<file path="config.mk">
export PLATFORM = sky130hd
export DESIGN_NAME = serial_xnor_comparator
export DESIGN_NICKNAME = d
export VERILOG_FILES = /design/src/rtl/serial_xnor_comparator_pkg.sv /design/src/rtl/serial_xnor_comparator_xnor_gate.sv /design/src/rtl/serial_xnor_comparator.sv
export SDC_FILE = /design/constraint.sdc
export NUM_CORES = 1
export LEC_CHECK = 0
export ABC_AREA = 1
export BUFFER_PORTS_ARGS = -buffer_cell sky130_fd_sc_hd__clkbuf_2
export CORE_UTILIZATION = 25
export DETAILED_ROUTE_END_ITERATION = 10
export HOLD_SLACK_MARGIN = 0.08
export PLACE_DENSITY_LB_ADDON = 0.1
export SLEW_MARGIN = 20
export SYNTH_ARGS = -nofsm -noshare
export SYNTH_HDL_FRONTEND = slang
export SYNTH_HIERARCHICAL = 1
export SYNTH_SLANG_ARGS = --single-unit
</file>
<file path="constraint.sdc">
create_clock -name clk -period 3.2 [get_ports clk]
set_input_delay 0.64 -clock clk [delete_from_list [all_inputs] [get_ports clk]]
set_output_delay 0.64 -clock clk [all_outputs]
set_load 0.01 [all_outputs]
</file>
<file path="src/rtl/serial_xnor_comparator_pkg.sv">
// rtl/serial_xnor_comparator_pkg.sv - shared constants and state encoding for the serial XNOR comparator
package serial_xnor_comparator_pkg;

  localparam int DEFAULT_WIDTH = 8;

  typedef enum logic [1:0] {
    ST_IDLE  = 2'd0,
    ST_SHIFT = 2'd1,
    ST_DONE  = 2'd2
  } state_t;

endpackage

</file>
<file path="src/rtl/serial_xnor_comparator_xnor_gate.sv">
// rtl/serial_xnor_comparator_xnor_gate.sv - 1-bit XNOR datapath cell
module xnor_gate (
  input  logic A,
  input  logic B,
  output logic C
);

  assign C = ~(A ^ B);

endmodule

</file>
<file path="src/rtl/serial_xnor_comparator.sv">
// rtl/serial_xnor_comparator.sv - bit-serial word compare sequenced through one shared XNOR cell
module serial_xnor_comparator
  import serial_xnor_comparator_pkg::*;
#(
  parameter  int WIDTH = DEFAULT_WIDTH,
  localparam int CW    = $clog2(WIDTH + 1),
  localparam int IW    = $clog2(WIDTH)
) (
  input  logic             clk,
  input  logic             rst,
  input  logic             start,
  input  logic [WIDTH-1:0] a,
  input  logic [WIDTH-1:0] b,
  output logic             busy,
  output logic             done,
  output logic             equal,
  output logic [CW-1:0]    match_count,
  output logic [IW-1:0]    mismatch_idx
);

  state_t           state, state_nx;
  logic [WIDTH-1:0] sa, sb;
  logic [IW-1:0]    idx, fm, fm_nx;
  logic [CW-1:0]    cnt, cnt_nx;
  logic             all_eq, all_eq_nx;
  logic             fm_found, fm_found_nx;
  logic             x;
  logic             last_bit;

  xnor_gate u_xnor (
    .A (sa[0]),
    .B (sb[0]),
    .C (x)
  );

  assign last_bit = (idx == IW'(WIDTH - 1));

  always_comb begin
    state_nx    = state;
    cnt_nx      = cnt + CW'(x);
    all_eq_nx   = all_eq & x;
    fm_nx       = fm;
    fm_found_nx = fm_found | ~x;
    // Only the first mismatch in LSB-first order is latched.
    if (!x && !fm_found) begin
      fm_nx = idx;
    end
    case (state)
      ST_IDLE:  if (start) state_nx = ST_SHIFT;
      ST_SHIFT: if (last_bit) state_nx = ST_DONE;
      ST_DONE:  state_nx = ST_IDLE;
      default:  state_nx = ST_IDLE;
    endcase
  end

  always_ff @(posedge clk) begin
    if (rst) begin
      state        <= ST_IDLE;
      busy         <= 1'b0;
      done         <= 1'b0;
      equal        <= 1'b0;
      match_count  <= '0;
      mismatch_idx <= '0;
      sa           <= '0;
      sb           <= '0;
      idx          <= '0;
      cnt          <= '0;
      all_eq       <= 1'b0;
      fm           <= '0;
      fm_found     <= 1'b0;
    end else begin
      state <= state_nx;
      busy  <= (state_nx != ST_IDLE);
      done  <= (state_nx == ST_DONE);
      case (state)
        ST_IDLE: begin
          if (start) begin
            sa           <= a;
            sb           <= b;
            idx          <= '0;
            cnt          <= '0;
            all_eq       <= 1'b1;
            fm           <= '0;
            fm_found     <= 1'b0;
            equal        <= 1'b0;
            match_count  <= '0;
            mismatch_idx <= '0;
          end
        end
        ST_SHIFT: begin
          sa       <= sa >> 1;
          sb       <= sb >> 1;
          idx      <= idx + IW'(1);
          cnt      <= cnt_nx;
          all_eq   <= all_eq_nx;
          fm       <= fm_nx;
          fm_found <= fm_found_nx;
          // Results are published from the accumulators including the final bit.
          if (last_bit) begin
            equal        <= all_eq_nx;
            match_count  <= cnt_nx;
            mismatch_idx <= fm_nx;
          end
        end
        default: ;
      endcase
    end
  end

endmodule
</file>
### After elaboration in Yosys (flattened, before gate mapping)

Cells that the tools add are included.

* register bits: 40
* input bits: 19
* output and inout port bits: 10
* logic and storage cells: 54

* add/subtract/negate cells: 2
* equal/unequal tests: 5
* muxes and demuxes: 23
* bitwise logic cells: 4
* reductions and logical operators: 7

Operators by type and width (count)
* one-hot mux 8 bit (2 select lines): 2
* one-hot mux 3 bit (2 select lines): 3
* 2-to-1 mux 8 bit: 2
* one-hot mux 4 bit (2 select lines): 2
* 2-to-1 mux 3 bit: 3
* 2-to-1 mux 4 bit: 2
* one-hot mux 1 bit (2 select lines): 3
* adder 4 x 1 -> 4 bit: 1
* 2-to-1 mux 2 bit: 2
* != test 2 bit (second input constant): 2
* one-hot mux 2 bit (2 select lines): 1
* nonzero test 2 bit: 2
* adder 3 x 1 -> 3 bit (second input constant): 1
* equality test 3 bit (second input constant): 1
* 2-to-1 mux 1 bit: 3
* AND reduction 3 bit: 1
* equality test 2 x 1 -> 1 bit (second input constant): 1
* equality test 2 bit (second input constant): 1
* logical NOT 2 bit: 1
* AND reduction 2 bit: 1
* bitwise AND 1 bit: 1
* logical AND 1 bit: 1
* logical NOT 1 bit: 1
* inverter 1 bit: 1
* 2 further kinds: 2

### Logic depth before layout (Yosys ltp)

* depth in word-level cells: 5
* gate-level depth with buffers: 10
* mapped depth without buffers: 10

### Hierarchy

Netlist, hierarchy kept.

Modules (own cells, without submodules)
* serial_xnor_comparator: times used 1, cells an instance 232, area an instance 1741.7 um2, sequential area each 800.8 um2
* xnor_gate: times used 1, cells an instance 5, area an instance 18.8 um2, sequential area each 0.0 um2

### Worst setup path after synthesis

OpenSTA, ideal clock, no wires.

* path type: input-to-reg
* start: input port rst
* end: register fm_found
* library setup time: 0.070 ns
* data arrival time: 1.319 ns
* required time: 3.130 ns
* setup slack: 1.811 ns
* cell stages on the path: 5
* path buffers: 2
* cell sequence: buf_2 inv_1 clkbuf_1 o21ai_0 a21oi_1

RTL lines
* from (decl): RTL line serial_xnor_comparator.sv:10 `input logic rst,`
* to (signal assigned): RTL line serial_xnor_comparator.sv:97 `fm_found <= fm_found_nx;`
* to (decl): RTL line serial_xnor_comparator.sv:26 `logic fm_found, fm_found_nx;`

==> impl_metrics.tcl <==
set metrics [dict create \
    grt-ovfl-total 0 \
    global_route.usage.total_pct 11.88 \
    holdPathEnd "sa[2]" \
    synthesis.nets 260 \
    fin_crit_ps 1639 \
    drtPass1Iterations 4 \
    synthCells 237 \
    area_growth_from_synthesis_to_final_layout_pct 17.13 \
    cts.clk_slew.worst_paths_ps 80 \
    ctsHoldBuffers 0 \
    switching_share_pct 25.73 \
    worst_hold_slack_ps 460.4 \
    fmax_mhz 610.3 \
    cap_viol_max_count 0 \
    post-dp-hpwl_mm 2.567 \
    final_layout_size_suffix_gt1_share_pct 19.08 \
    critical_path.endpoint_type "flip-flop" \
    cts-htree-levels 2 \
    pin_count_of_the_biggest_net_entering_global_routing 25 \
    power.density_cell_area_mw_per_mm2 526.3 \
    starting_density_pct 25.91 \
    core_area_sq_mm 0.006794 \
    min_period_over_period_pct 51.21 \
    cts.repair.resized 0 \
    critPathArrivalTime_ps 1860 \
    drt-wirelength-per-cell_um 10.89 \
    cts_tree "built" \
    maxSlewHeadroom_pct 57.60 \
    p_comb_share_pct 12.3 \
    max-vdd-ir-drop_v 0.0001840 \
    crit_path_start_kind "primary input" \
    hold_class "flip-flop to flip-flop" \
    detail_route.drc_violations 0 \
    synthDominantAreaCellType "sky130_fd_sc_hd__dfxtp_1" \
    cts_buffer_depth 2 \
    finalHoldViolations 0 \
    fin_setup_tns_ps 0 \
    final_cell_count_no_fill 358 \
    die-area_sq_mm 0.007381 \
    wl_mm 3.899 \
    synthesis.area_sq_mm 0.001760 \
    vias 1499 \
    cts_inserted_buffers 5 \
    post_synthesis_sequential_element_count 40 \
    antenna_cells_inserted 0 \
    asyncSetResetFlopFracSynth_pct 0 \
    slew_viol_final 0 \
    yosys.cell_count.top_type "sky130_fd_sc_hd__nand2_1" \
    ant_nets 0 \
    synthesis.area_per_instance_sq_um 7.428 \
    timing_worst_slew_pin_value_ps 635.3 \
    static-leakage-power_nw 0.8741 \
    io_pins 29 \
    power.switching_uw 279.2 \
    place_inst 350 \
    cp_max_fo 22 \
    synth.lib_cells_used.distinct 25 \
    die_width_um 85.92 \
    netlist_top_cells_area "sky130_fd_sc_hd__dfxtp_1 (45%), sky130_fd_sc_hd__nand2_1 (13%), sky130_fd_sc_hd__o21ai_0 (8.5%)" \
    synth_top_cell_area_share_pct 45.49 \
    critPathRequiredTime_ps 3420 \
    reg2reg_depth 10 \
    worstReg2RegEnd "match_count[2]" \
    worst-r2r-setup-slack_ps 1640 \
    ys.flop_type "sky130_fd_sc_hd__dfxtp_1" \
    globalplace.congestion 0.6403 \
    rows 30 \
    clkSinkCount 40 \
    setup_violations 0 \
    die_height_um 85.92 \
    synth.yosys.seq_area_share_pct 45.49 \
    total_power_mw 1.085 \
    worstReg2RegStart "sa[0]" \
    edff_count_synth 0 \
    p_int_uw 805.9 \
    hold_path_startpoint "sa[3]" \
    grt_antenna_before_repair 0 \
    first_global_vias 1473 \
    clkPwrFrac_pct 37.6 \
    non_filler_cell_area_final_sq_mm 0.002062 \
    critical_path_class "primary input to flip-flop" \
    drtIter0Drc 57 \
    ys.warnings.count 6 \
    clk_root_buffer_cell "sky130_fd_sc_hd__clkbuf_8" \
    finalNetCount 284 \
    status "finished, final reports clean" \
    grt_setup_unrepaired "no" \
    numPortBuffers 28 \
    dpl_cell_area_sq_mm 0.001954 \
    cts_setup_buffers 0 \
    routed_via_density 4.187 \
    fin_worst_skew_ps 2.694 \
    global_route_wire_length_before_repair_mm 6.817 \
    synth.top_cells.by_count "sky130_fd_sc_hd__nand2_1 (61), sky130_fd_sc_hd__dfxtp_1 (40), sky130_fd_sc_hd__o21ai_0 (30), sky130_fd_sc_hd__a21oi_1 (26), sky130_fd_sc_hd__inv_1 (24)" \
    clkLatencyLatePin_ps 290 \
    min_delay_path_depth 2 \
    power_frac_seq_pct 50.0 \
]
[logic make-up after synthesis]
family                     share of synthesized area [%]
adders and majority gates                          2.843
and+or+nand+nor                                    23.03
DFF                                                45.49
AOI/OAI and AO/OA                                  18.83
buffers and inverters                              9.808
[stage by stage]
step	util [%]	setup WS, ps
detailed placement	28.77	1211
global route	30.35	1341
floorplan	-	1811
global placement	28.77	1196
CTS	30.35	1516
finish	30.35	1561
[flip-flops by register name, summed over array words and instances, names as in the netlist]
register	cells
fm_found	1
mismatch_idx	3
busy	1
equal	1
idx	3
sb	8
done	1
all_eq	1
state	2
cnt	4
sa	8
match_count	4
fm	3
[cells in the final DEF, fill, tap and decap left out]
cell / netlist / final
sky130_fd_sc_hd__clkinv_2: 0 / 1
sky130_fd_sc_hd__nand4_1: 2 / 2
sky130_fd_sc_hd__nor2b_1: 1 / 1
sky130_fd_sc_hd__ha_1: 4 / 4
sky130_fd_sc_hd__a21oi_2: 5 / 5
sky130_fd_sc_hd__nand2_1: 61 / 61
sky130_fd_sc_hd__inv_2: 2 / 2
sky130_fd_sc_hd__clkbuf_8: 0 / 5
sky130_fd_sc_hd__nor2_1: 14 / 14
sky130_fd_sc_hd__o21a_1: 1 / 1
sky130_fd_sc_hd__o21ai_0: 30 / 30
sky130_fd_sc_hd__nor2_4: 1 / 1
sky130_fd_sc_hd__nand3_1: 5 / 5
sky130_fd_sc_hd__inv_1: 24 / 24
sky130_fd_sc_hd__dfxtp_1: 40 / 40
sky130_fd_sc_hd__nor3_1: 2 / 2
sky130_fd_sc_hd__nand2_2: 3 / 3
sky130_fd_sc_hd__clkbuf_2: 0 / 28
sky130_fd_sc_hd__and3_1: 1 / 1
sky130_fd_sc_hd__clkbuf_1: 5 / 1
sky130_fd_sc_hd__a21oi_1: 26 / 26
sky130_fd_sc_hd__nand2_4: 3 / 3
sky130_fd_sc_hd__inv_6: 1 / 1
sky130_fd_sc_hd__bufinv_16: 0 / 1
[power groups by stage]
stage                     combinational, mW  clock (mW)  sequential [mW]
after detailed placement              0.136           0            0.554
after CTS                             0.137       0.429            0.543
after global routing                  0.158       0.448            0.547
final                                 0.134       0.408            0.543
after floorplan                       0.100           0            0.554
after global placement                0.137           0            0.555
[routing by layer]
metal / global-route usage (%) / wire length [um] / vias up
met1: 15.16 / 1975 / 659
met4: 4.545 / 57 / 0
met3: 3.176 / 150 / 7
met5: 0 / 0 / -
met2: 19.12 / 1717 / 27
li1: - / - / 806
[worst max path at each step]
| stage | start | end | slack (ps) | depth (start not counted) |
|---|---|---|---|---|
| detailed placement | rst | sa[4] | 1210 | 4 |
| floorplan | rst | fm_found | 1810 | 5 |
| CTS | rst | sa[4] | 1520 | 4 |
| finish | rst | sa[4] | 1560 | 4 |
| global route | rst | sb[1] | 1340 | 4 |
| global placement | rst | sb[0] | 1200 | 4 |
[critical path, stage by stage]
cell                       delay, ps
sky130_fd_sc_hd__clkbuf_2        290
sky130_fd_sc_hd__inv_1           580
sky130_fd_sc_hd__o21ai_0         210
sky130_fd_sc_hd__a21oi_1         140
[cell type report]
class	instances	area, sq um
clock buffer	6	72.57
fill	749	4732
clock inverter	2	35.03
inverter	27	106.4
multi-input combinational	159	787.0
timing repair buffer	28	140.1
sequential	40	800.8
tap	96	120.1
No activity file was read; power rests on OpenSTA's default activity.
